[config.mk]
export PLATFORM = sky130hd
export DESIGN_NAME = pipe_trace_buffer_flat
export DESIGN_NICKNAME = d
export VERILOG_FILES = /design/src/rtl/pipe_trace_buffer_pkg.sv /design/src/rtl/pipe_trace_buffer_if.sv /design/src/rtl/pipe_trace_buffer_trace_ring.sv /design/src/rtl/pipe_trace_buffer.sv /design/src/flat_wrapper.sv
export SDC_FILE = /design/constraint.sdc
export NUM_CORES = 2
export LEC_CHECK = 0
export CAP_MARGIN = 20
export CORE_UTILIZATION = 25
export DETAILED_ROUTE_END_ITERATION = 10
export SYNTH_ARGS = -nofsm -noshare
export SYNTH_HDL_FRONTEND = slang
export SYNTH_MEMORY_MAX_BITS = 65536
export SYNTH_SLANG_ARGS = --single-unit
[constraint.sdc]
create_clock -name clk -period 10.19 [get_ports clk]
set_input_delay 1.5285 -clock clk [delete_from_list [all_inputs] [get_ports clk]]
set_output_delay 1.5285 -clock clk [all_outputs]
set_load 0.005 [all_outputs]
[src/rtl/pipe_trace_buffer_pkg.sv]
// Shared types and constants for the pipeline trace buffer.
//   trace_state_t : capture FSM state, also driven out on state_o
//   TRACE_DEFAULT_* : default geometry used by the interface and modules
//   sel_width()   : width of a channel-select field (at least one bit)
package pipe_trace_buffer_pkg;

  typedef enum logic [1:0] {
    IDLE   = 2'd0,
    ARMED  = 2'd1,
    POST   = 2'd2,
    FROZEN = 2'd3
  } trace_state_t;

  localparam int TRACE_DEFAULT_DEPTH   = 16;
  localparam int TRACE_DEFAULT_CH      = 4;
  localparam int TRACE_DEFAULT_XLEN    = 32;
  localparam int TRACE_DEFAULT_STAMP_W = 32;

  function automatic int sel_width(input int n);
    return (n > 1) ? $clog2(n) : 1;
  endfunction

endpackage

[src/rtl/pipe_trace_buffer_if.sv]
// Readout port of the trace buffer.
//   master : the trace buffer (drives the entry fields and rd_valid_o)
//   slave  : the consumer (drives rd_ready_i)
// Handshake: an entry transfers on every rising clk edge where
// rd_valid_o && rd_ready_i. rd_valid_o never depends on rd_ready_i, and
// while rd_valid_o is high without rd_ready_i the entry fields hold steady.
// When rd_valid_o is low all entry fields read as zero.
interface pipe_trace_buffer_if
  import pipe_trace_buffer_pkg::*;
#(
  parameter int NUM_CH  = TRACE_DEFAULT_CH,
  parameter int XLEN    = TRACE_DEFAULT_XLEN,
  parameter int STAMP_W = TRACE_DEFAULT_STAMP_W
) ();

  logic                     rd_valid_o;
  logic                     rd_ready_i;
  logic [STAMP_W-1:0]       rd_stamp_o;
  logic [NUM_CH-1:0]        rd_mask_o;
  logic [NUM_CH*XLEN-1:0]   rd_pc_o;
  logic [NUM_CH*XLEN-1:0]   rd_instr_o;
  logic                     rd_trig_o;

  modport master (
    output rd_valid_o, rd_stamp_o, rd_mask_o, rd_pc_o, rd_instr_o, rd_trig_o,
    input  rd_ready_i
  );

  modport slave (
    input  rd_valid_o, rd_stamp_o, rd_mask_o, rd_pc_o, rd_instr_o, rd_trig_o,
    output rd_ready_i
  );

endinterface

[src/rtl/pipe_trace_buffer_trace_ring.sv]
// trace_ring: DEPTH-entry circular store of W-bit trace entries.
//   clk, rst  : clock, asynchronous active-high reset
//   clear     : empty the ring (pointers, count, overflow) on this edge
//   wr_en     : append wr_data; when full the oldest entry is overwritten
//   rd_en     : drop the oldest entry (ignored when empty)
//   rd_data   : oldest entry, combinational
//   count     : occupied entries, 0..DEPTH
//   overflow  : sticky, set when a write overwrote an entry since clear
// Storage itself is not reset; only the bookkeeping is.
module trace_ring
  import pipe_trace_buffer_pkg::*;
#(
  parameter int  DEPTH = TRACE_DEFAULT_DEPTH,
  parameter int  W     = 8,
  localparam int AW    = $clog2(DEPTH)
) (
  input  logic          clk,
  input  logic          rst,
  input  logic          clear,
  input  logic          wr_en,
  input  logic [W-1:0]  wr_data,
  input  logic          rd_en,
  output logic [W-1:0]  rd_data,
  output logic [AW:0]   count,
  output logic          overflow
);

  logic [W-1:0]  mem [DEPTH];
  logic [AW-1:0] wr_ptr;
  logic [AW-1:0] rd_ptr;
  logic          full;

  assign full    = (count == (AW+1)'(DEPTH));
  assign rd_data = mem[rd_ptr];

  always_ff @(posedge clk) begin
    if (wr_en && !clear) begin
      mem[wr_ptr] <= wr_data;
    end
  end

  always_ff @(posedge clk or posedge rst) begin
    if (rst) begin
      wr_ptr   <= '0;
      rd_ptr   <= '0;
      count    <= '0;
      overflow <= 1'b0;
    end else if (clear) begin
      wr_ptr   <= '0;
      rd_ptr   <= '0;
      count    <= '0;
      overflow <= 1'b0;
    end else if (wr_en) begin
      wr_ptr <= wr_ptr + AW'(1);
      if (full) begin
        // Full: the write lands on the oldest slot, so the read side
        // moves with it and the occupancy stays at DEPTH.
        rd_ptr   <= rd_ptr + AW'(1);
        overflow <= 1'b1;
      end else begin
        count <= count + (AW+1)'(1);
      end
    end else if (rd_en && (count != '0)) begin
      rd_ptr <= rd_ptr + AW'(1);
      count  <= count - (AW+1)'(1);
    end
  end

endmodule

[src/rtl/pipe_trace_buffer.sv]
// pipe_trace_buffer: passive pipeline trace monitor.
// Samples valid/PC/instruction of NUM_CH pipeline stages into a DEPTH-entry
// ring each cycle any stage is valid, stops post_cnt_i entries after the
// trigger entry (PC match on channel trig_ch_i), then drains the history
// oldest-first through the rd interface.
//   clk, rst      : core clock, asynchronous active-high reset
//   ch_valid_i    : per-stage valid
//   ch_pc_i       : per-stage PC, channel k at [k*XLEN +: XLEN]
//   ch_instr_i    : per-stage instruction, same packing
//   arm_i         : start/restart capture (clears the ring)
//   trig_pc_i     : trigger PC
//   trig_ch_i     : channel compared against trig_pc_i
//   post_cnt_i    : entries captured after the trigger entry
//   rd            : readout port (valid/ready, see pipe_trace_buffer_if)
//   state_o       : trace_state_t
//   count_o       : occupied entries
//   overflow_o    : sticky, an entry was overwritten since arm
module pipe_trace_buffer
  import pipe_trace_buffer_pkg::*;
#(
  parameter int  DEPTH   = TRACE_DEFAULT_DEPTH,
  parameter int  NUM_CH  = TRACE_DEFAULT_CH,
  parameter int  XLEN    = TRACE_DEFAULT_XLEN,
  parameter int  STAMP_W = TRACE_DEFAULT_STAMP_W,
  localparam int AW      = $clog2(DEPTH),
  localparam int TCW     = sel_width(NUM_CH)
) (
  input  logic                   clk,
  input  logic                   rst,
  input  logic [NUM_CH-1:0]      ch_valid_i,
  input  logic [NUM_CH*XLEN-1:0] ch_pc_i,
  input  logic [NUM_CH*XLEN-1:0] ch_instr_i,
  input  logic                   arm_i,
  input  logic [XLEN-1:0]        trig_pc_i,
  input  logic [TCW-1:0]         trig_ch_i,
  input  logic [AW-1:0]          post_cnt_i,
  pipe_trace_buffer_if.master    rd,
  output trace_state_t           state_o,
  output logic [AW:0]            count_o,
  output logic                   overflow_o
);

  // Entry layout, MSB to LSB: stamp | mask | pcs | instrs | trig
  localparam int BUS_W = NUM_CH * XLEN;
  localparam int EW    = STAMP_W + NUM_CH + 2 * BUS_W + 1;

  trace_state_t       state;
  logic [AW-1:0]      post_ctr;
  logic [STAMP_W-1:0] stamp;

  logic               trig_hit;
  logic               capture;
  logic               pop;
  logic               rd_avail;
  logic [EW-1:0]      wr_entry;
  logic [EW-1:0]      rd_entry;
  logic [EW-1:0]      rd_shown;
  logic [AW:0]        ring_count;
  logic               ring_overflow;

  // Out-of-range trig_ch_i matches no channel, so the trigger never fires.
  always_comb begin
    trig_hit = 1'b0;
    for (int k = 0; k < NUM_CH; k++) begin
      if ((trig_ch_i == TCW'(k)) && ch_valid_i[k] &&
          (ch_pc_i[k*XLEN +: XLEN] == trig_pc_i)) begin
        trig_hit = 1'b1;
      end
    end
  end

  // arm_i has priority in every state: that edge only clears the ring.
  assign capture  = ((state == ARMED) || (state == POST)) && !arm_i && (|ch_valid_i);
  assign rd_avail = (state == FROZEN) && (ring_count != '0);
  assign pop      = rd_avail && rd.rd_ready_i && !arm_i;
  assign wr_entry = {stamp, ch_valid_i, ch_pc_i, ch_instr_i,
                     capture && (state == ARMED) && trig_hit};

  trace_ring #(
    .DEPTH (DEPTH),
    .W     (EW)
  ) u_ring (
    .clk      (clk),
    .rst      (rst),
    .clear    (arm_i),
    .wr_en    (capture),
    .wr_data  (wr_entry),
    .rd_en    (pop),
    .rd_data  (rd_entry),
    .count    (ring_count),
    .overflow (ring_overflow)
  );

  // Free-running cycle stamp; wraps naturally at 2^STAMP_W.
  always_ff @(posedge clk or posedge rst) begin
    if (rst) begin
      stamp <= '0;
    end else begin
      stamp <= stamp + STAMP_W'(1);
    end
  end

  always_ff @(posedge clk or posedge rst) begin
    if (rst) begin
      state    <= IDLE;
      post_ctr <= '0;
    end else if (arm_i) begin
      state    <= ARMED;
      post_ctr <= '0;
    end else begin
      case (state)
        IDLE: begin
          state <= IDLE;
        end
        ARMED: begin
          if (capture && trig_hit) begin
            post_ctr <= post_cnt_i;
            state    <= (post_cnt_i == '0) ? FROZEN : POST;
          end
        end
        POST: begin
          // Bubble cycles are not written and leave the counter alone.
          if (capture) begin
            post_ctr <= post_ctr - AW'(1);
            if (post_ctr == AW'(1)) begin
              state <= FROZEN;
            end
          end
        end
        FROZEN: begin
          if (pop && (ring_count == (AW+1)'(1))) begin
            state <= IDLE;
          end
        end
        default: begin
          state <= IDLE;
        end
      endcase
    end
  end

  // Outside a valid readout the entry fields are forced to zero so stale
  // storage never leaks onto the port.
  assign rd_shown      = rd_avail ? rd_entry : '0;
  assign rd.rd_valid_o = rd_avail;
  assign rd.rd_trig_o  = rd_shown[0];
  assign rd.rd_instr_o = rd_shown[1 +: BUS_W];
  assign rd.rd_pc_o    = rd_shown[1 + BUS_W +: BUS_W];
  assign rd.rd_mask_o  = rd_shown[1 + 2*BUS_W +: NUM_CH];
  assign rd.rd_stamp_o = rd_shown[EW-1 -: STAMP_W];

  assign state_o    = state;
  assign count_o    = ring_count;
  assign overflow_o = ring_overflow;

endmodule

[src/flat_wrapper.sv]
// flat-port wrapper written by rule: the top's interface ports become plain ports
module pipe_trace_buffer_flat import pipe_trace_buffer_pkg::*;
#(
  parameter int  DEPTH   = TRACE_DEFAULT_DEPTH,
  parameter int  NUM_CH  = TRACE_DEFAULT_CH,
  parameter int  XLEN    = TRACE_DEFAULT_XLEN,
  parameter int  STAMP_W = TRACE_DEFAULT_STAMP_W,
  localparam int AW      = $clog2(DEPTH),
  localparam int TCW     = sel_width(NUM_CH)
)
  (clk, rst, ch_valid_i, ch_pc_i, ch_instr_i, arm_i, trig_pc_i, trig_ch_i, post_cnt_i, state_o, count_o, overflow_o, rd_rd_valid_o, rd_rd_stamp_o, rd_rd_mask_o, rd_rd_pc_o, rd_rd_instr_o, rd_rd_trig_o, rd_rd_ready_i);
  pipe_trace_buffer_if #(.NUM_CH(NUM_CH), .XLEN(XLEN), .STAMP_W(STAMP_W)) rd_i ();
  input  logic clk;
  input  logic rst;
  input  logic [NUM_CH-1:0] ch_valid_i;
  input  logic [NUM_CH*XLEN-1:0] ch_pc_i;
  input  logic [NUM_CH*XLEN-1:0] ch_instr_i;
  input  logic arm_i;
  input  logic [XLEN-1:0] trig_pc_i;
  input  logic [TCW-1:0] trig_ch_i;
  input  logic [AW-1:0] post_cnt_i;
  output trace_state_t state_o;
  output logic [AW:0] count_o;
  output logic overflow_o;
  output wire logic [$bits(rd_i.rd_valid_o)-1:0] rd_rd_valid_o;
  output wire logic [$bits(rd_i.rd_stamp_o)-1:0] rd_rd_stamp_o;
  output wire logic [$bits(rd_i.rd_mask_o)-1:0] rd_rd_mask_o;
  output wire logic [$bits(rd_i.rd_pc_o)-1:0] rd_rd_pc_o;
  output wire logic [$bits(rd_i.rd_instr_o)-1:0] rd_rd_instr_o;
  output wire logic [$bits(rd_i.rd_trig_o)-1:0] rd_rd_trig_o;
  input wire logic [$bits(rd_i.rd_ready_i)-1:0] rd_rd_ready_i;
  assign rd_rd_valid_o = rd_i.rd_valid_o;
  assign rd_rd_stamp_o = rd_i.rd_stamp_o;
  assign rd_rd_mask_o = rd_i.rd_mask_o;
  assign rd_rd_pc_o = rd_i.rd_pc_o;
  assign rd_rd_instr_o = rd_i.rd_instr_o;
  assign rd_rd_trig_o = rd_i.rd_trig_o;
  assign rd_i.rd_ready_i = rd_rd_ready_i;
  pipe_trace_buffer #(.DEPTH(DEPTH), .NUM_CH(NUM_CH), .XLEN(XLEN), .STAMP_W(STAMP_W)) u_core (.clk(clk), .rst(rst), .ch_valid_i(ch_valid_i), .ch_pc_i(ch_pc_i), .ch_instr_i(ch_instr_i), .arm_i(arm_i), .trig_pc_i(trig_pc_i), .trig_ch_i(trig_ch_i), .post_cnt_i(post_cnt_i), .rd(rd_i), .state_o(state_o), .count_o(count_o), .overflow_o(overflow_o));
endmodule
After elaboration in Yosys (flattened, before gate mapping)
Memory sizes are Yosys's and may differ from the RTL's.
Cells that the tools add are included.
{"block": "word_totals", "latchBits": 0, "output_inout_bits": 302, "rom_bits": 0, "ramBits": 4688, "in_bits": 302, "memories": 1, "register_bits": 52, "elab_cells": 99}
{"name": "u_core.u_ring.mem", "depth": 16, "width": 293, "read_ports": 1, "rd_ports_with_merged_regs": 0, "write_ports": 1, "line_no": "pipe_trace_buffer_trace_ring.sv:28", "text": "logic [W-1:0] mem [DEPTH];"}
{"block": "op_classes", "muxes": 31, "n_div": 0, "n_eq_ne": 19, "bitwise_logic": 0, "multipliers": 0, "n_reduce_logical": 35, "n_lt_le_gt_ge": 0, "addsub": 6, "shifts": 0}
{"operator": "293-bit 2-to-1 mux", "count": 1}
{"operator": "32-bit == test", "count": 4}
{"operator": "4-bit 2-to-1 mux", "count": 9}
{"operator": "32-bit by 1-bit adder with 32-bit output, second input constant", "count": 1}
{"operator": "5-bit 2-to-1 mux", "count": 4}
{"operator": "1-bit logical AND", "count": 19}
{"operator": "3-bit inequality test, second input constant", "count": 5}
{"operator": "1-bit 2-to-1 mux", "count": 10}
{"operator": "2-bit 2-to-1 mux", "count": 5}
{"operator": "4-bit by 1-bit adder with 4-bit output, second input constant", "count": 2}
{"operator": "2-bit == test, second input constant", "count": 4}
{"operator": "2-bit case mux with 4 select lines", "count": 1}
{"operator": "4-bit case mux with 2 select lines", "count": 1}
{"operator": "2-bit AND reduction", "count": 3}
{"operator": "3-bit nonzero test", "count": 2}
{"operator": "5-bit by 1-bit adder with 5-bit output, second input constant", "count": 1}
{"operator": "5-bit by 1-bit == test with 1-bit output, second input constant", "count": 1}
{"operator": "5-bit == test, second input constant", "count": 1}
{"operator": "5-bit nonzero test", "count": 1}
{"operator": "5-bit by 1-bit subtractor with 5-bit output, second input constant", "count": 1}
{"operator": "2-bit by 1-bit == test with 1-bit output, second input constant", "count": 2}
{"operator": "4-bit by 1-bit == test with 1-bit output, second input constant", "count": 1}
{"operator": "2-bit zero test", "count": 2}
{"operator": "4-bit zero test", "count": 1}
{"operator": "other kinds (8)", "count": 9}

Logic depth before layout (Yosys ltp)
{"block": "depth", "depth_word": 11, "depth_mapped": 10, "mapped_depth_nobuf": 9}

By module
A second synthesis with hierarchy kept.
{"block": "unflattened", "cells_unflattened": 7939, "area_unflattened_um2": 180802.2}
{"mod": "trace_ring", "cells_each": 7259, "seq_area_each_um2": 141125.4, "instances": 1, "area_per_inst_um2": 175557.1}
{"mod": "pipe_trace_buffer", "cells_each": 680, "seq_area_each_um2": 950.9, "instances": 1, "area_per_inst_um2": 5245.0}

Least setup slack after synthesis
No wires, ideal clock.
{"block": "synth_path", "kind": "input to register", "start": "input port arm_i", "end": "memory u_core.u_ring.mem[4][0] in the netlist's numbering (enable)", "t_required_ps": 9497, "path_buffers": 2, "path_slack_ps": 324, "arrival_ps": 9173, "cell_stages": 6, "setup_ps": 693, "cell_sequence": "clkbuf_1 -> nor3_1 -> clkbuf_1 -> nand2_1 -> nor2_1 -> and2_1"}
{"block": "synth_via", "elab_chain_len": 6}
{"element": "from (decl)", "line_no": "flat_wrapper.sv:18", "text": "input logic arm_i;"}
{"element": "1-bit zero test *", "line_no": "pipe_trace_buffer_trace_ring.sv:37, pipe_trace_buffer.sv:73"}
{"element": "1-bit logical AND (2 in a row)", "line_no": "pipe_trace_buffer.sv:73", "text": "assign capture = ((state == ARMED) || (state == POST)) && !arm_i && (|ch_valid_i);"}
{"element": "1-bit logical AND *", "line_no": "pipe_trace_buffer_trace_ring.sv:37", "text": "if (wr_en && !clear) begin"}
{"element": "1-bit 2-to-1 mux *", "line_no": "pipe_trace_buffer_trace_ring.sv:37"}
{"element": "1-bit 2-to-1 mux (not written as such) *", "line_no": "pipe_trace_buffer_trace_ring.sv:38", "text": "mem[wr_ptr] <= wr_data;"}
{"element": "to (decl)", "line_no": "pipe_trace_buffer_trace_ring.sv:28"}
Every way passes the cells marked *; elsewhere a longest branch is shown, timed or not.

Worst setup path in the final report
{"block": "layout_path", "start": "register u_core.u_ring.rd_ptr[0]", "end": "output port rd_rd_pc_o[116]"}
{"block": "layout_via", "elab_chain_len": 2}
{"element": "from (decl)", "line_no": "pipe_trace_buffer_trace_ring.sv:30", "text": "logic [AW-1:0] rd_ptr;"}
{"element": "from (signal assigned)", "line_no": "pipe_trace_buffer_trace_ring.sv:58", "text": "rd_ptr <= rd_ptr + AW'(1);"}
{"element": "from (signal assigned)", "line_no": "pipe_trace_buffer_trace_ring.sv:64", "text": "rd_ptr <= rd_ptr + AW'(1);"}
{"element": "memory read 16 x 293 bit"}
{"element": "293-bit 2-to-1 mux", "line_no": "pipe_trace_buffer.sv:144", "text": "assign rd_shown = rd_avail ? rd_entry : '0;"}
{"element": "to (decl)", "line_no": "flat_wrapper.sv:28", "text": "output wire logic [$bits(rd_i.rd_pc_o)-1:0] rd_rd_pc_o;"}
No other way between the ends.

==> out/qor.txt <==
Clock Sink Count -> 4,740
Least-Margin Pin Slew -> 1160 ps
HPWL Detailed -> 279,000 µm
Leakage power -> 63.9 nW
CTS resizes -> 0
Initial Util -> 0.251
WL per Instance -> 27.2 µm
GRT overflow -> 0
# Post-CTS Setup Buffers -> 0
TritonCTS clock tree -> done
Reg2Reg Launch Point -> u_core.state_o[0]
Yosys warns -> 0
Clock Latency Late Sink -> 1100 ps
Hold buffer count at CTS -> 0
# IOs -> 604
Fin area -> 217,000 µm²
Clk pin slew, worst setup/hold paths -> 60 ps
Startpoint types -> register
CTS Buf Count -> 518
Mean Syn Cell Area -> 24.7 µm²
Post-route ant nets -> 0
Area post-placement -> 201,000 µm²
Final WS setup -> 3290 ps
Fmax achieved -> 145 MHz
WL final -> 499,000 µm
Vias in the first global route -> 87,100
Post-synth cell types -> 46
Post-synth top area share -> 0.774
Worst slew margin -> 0.228
Post-synth top area cell -> edfxtp_1
Area Overhead vs Synth -> 19.5%
FF-to-FF End -> u_core.u_ring.mem[1][177]
Cell Rows -> 312
Multi-input gate area -> 38,100 µm²
I/O Buffers -> 603
Cell with the most instances after synthesis -> edfxtp_1
Post-synthesis sequential area ratio -> 0.781
Root buffer cell -> clkbuf_16
Mapped Nets -> 7,685
Tcrit/Tclk final -> 0.677
Post-synth top flop -> edfxtp_1
DR pass1 iterations -> 5
Seq cells post-synth -> 4,740
Run status -> complete, no violations
Hold WC Path Type -> reg -> reg
Htree depth -> 6
GRT Total Usage -> 0.132
RSZ-0062 raised after global routing -> false
Min Hold Slack -> 554 ps
Hold depth -> 2
DRC -> 0
CP arrival -> 5370 ps
Via Count -> 83,800
Post-synth EDFFs -> 4,688
Sum Neg Setup Slack -> 0 ps
First-pass GRT wire length -> 691,000 µm
Setup CP Type -> reg -> out
Placer congestion estimate -> 0.811
Core area -> 723,000 µm²
Die height -> 855 µm
Dpl cells -> 17,400
Max Cap Viol -> 0
Max-slew violation count -> 0
Die area -> 731,000 µm²
Worst Hold End -> u_core.u_ring.overflow
Flip-flop and latch area -> 142,000 µm²
Cell Area, Synth -> 182,000 µm²
Util after Layout -> 0.301
Non-filler cells in the finished layout -> 18,300
Fin. Hold Viols -> 0
Reg2Reg Setup Slack -> 5820 ps
CP max FO -> 43
Initial antenna violation count -> 66
Post-Syn Instances -> 7,368
Pwr dens -> 243 nW/µm²
Final-stage net count -> 8,640
Hold Crit Start -> u_core.u_ring.overflow
Max Clock Skew -> 58.5 ps
Fillers -> 69,100
Total power -> 52.7 mW
Avg Vias per Cell -> 4.57
# setup viols final -> 0
Synth cell count leaders -> edfxtp_1 (4,688), mux4_2 (1,465), nor2b_1 (293), clkbuf_1 (259), xnor2_1 (148)
Worst reg2reg path depth -> 8
CP endpoint kind -> output pin
Min cycle time layout -> 6900 ps
Worst IR Drop VDD -> 0.000252 V
Worst EP required -> 8660 ps
Pin count of the biggest net entering global routing -> 150
Asr flop ratio synth -> 0.0110
Fraction of layout cells with a size suffix above 1 -> 0.277
Main area contributors after synthesis -> edfxtp_1 (77%), mux4_2 (18%), nor2b_1 (1.0%)
Pre-CTS setup slack -> 4210 ps
Max Buffers Root-to-Sink -> 4
Initial drt markers -> 9,009
Die W -> 855 µm
## sequential cells by signal (all words and copies together) (netlist names)
signal / flops
u_core.stamp: 32
u_core.u_ring.wr_ptr: 4
u_core.u_ring.overflow: 1
u_core.u_ring.mem: 4688
u_core.u_ring.rd_ptr: 4
u_core.post_ctr: 4
u_core.state_o: 2
u_core.u_ring.count: 5
## critical path: stages, from the launching register on
cell and delay [ps]:
dfrtp_4 970, buf_4 520, buf_4 780, mux4_2 610, mux4_2 660, nor2b_1 210
clkdlybuf4s50_1 450
## routing by layer
layer	GRT usage	wire length (µm)	up-vias
met5	0	101	-
met4	0.0376	14400	16
met3	0.0221	31100	722
met2	0.220	245000	3027
met1	0.177	208000	46400
li1	-	-	33700
## where the power goes
group	leakage, nW	internal [mW]	switching, mW
registers	42.8	22.3	0.280
clock network	7.89	10.1	7.94
logic	13.2	5.94	6.06
total	63.9	38.4	14.3
## placed cells by master (no fill, tap or decap), types with 15 or more instances in the layout
master,Yosys,final
nor2_1,38,38
dfrtp_1,52,48
edfxtp_1,4688,4688
xor2_1,16,16
nand2_1,60,60
nand4_1,50,50
clkinv_1,0,101
clkdlybuf4s50_1,0,600
ha_1,15,15
clkinv_2,0,64
nor2b_1,293,293
clkbuf_16,0,524
buf_12,0,75
bufinv_16,0,21
diode_2,0,24
nor4_1,20,20
mux4_2,1465,1465
xnor2_1,148,148
clkbuf_1,259,128
clkinv_16,0,27
buf_4,37,149
## cell type report
cell class | instances | share of cell area
Multi-Input combinational cell | 2215 | 0.175
Tap cell | 9577 | 0.0551
Sequential cell | 4740 | 0.653
Clock inverter | 266 | 0.0128
Clock buffer | 654 | 0.0626
Inverter | 16 | 0.000282
Antenna cell | 24 | 0.000276
Timing Repair Buffer | 832 | 0.0403
## cell families (layout without fill, tap and decap cells)
| family | count (synthesis) | after routing | synth area share |
|---|---|---|---|
| compound gates | 30 | 30 | 0.00105 |
| xor+xnor | 164 | 164 | 0.00790 |
| fa+ha+maj | 15 | 15 | 0.00103 |
| buf+inv | 413 | 1768 | 0.0101 |
| flops | 4740 | 4740 | 0.781 |
| mux | 1471 | 1471 | 0.182 |
| other cells | 0 | 24 | 0 |
| simple gates | 535 | 535 | 0.0171 |
## how the worst max path moves through the flow
stage                             from                   endpoint  slack, ps  cells past startpoint
6_report       u_core.u_ring.rd_ptr[0]            rd_rd_pc_o[116]       3290                      6
3_3_place_gp             ch_valid_i[0]  u_core.u_ring.mem[1][180]       3020                      7
4_1_cts        u_core.u_ring.rd_ptr[0]            rd_rd_pc_o[116]       3000                      6
5_1_grt        u_core.u_ring.rd_ptr[0]            rd_rd_pc_o[116]       2910                      6
2_1_floorplan                    arm_i    u_core.u_ring.mem[4][0]        320                      6
3_5_place_dp   u_core.u_ring.rd_ptr[0]            rd_rd_pc_o[116]       4210                      6
Power figures use the tool's default switching activity.
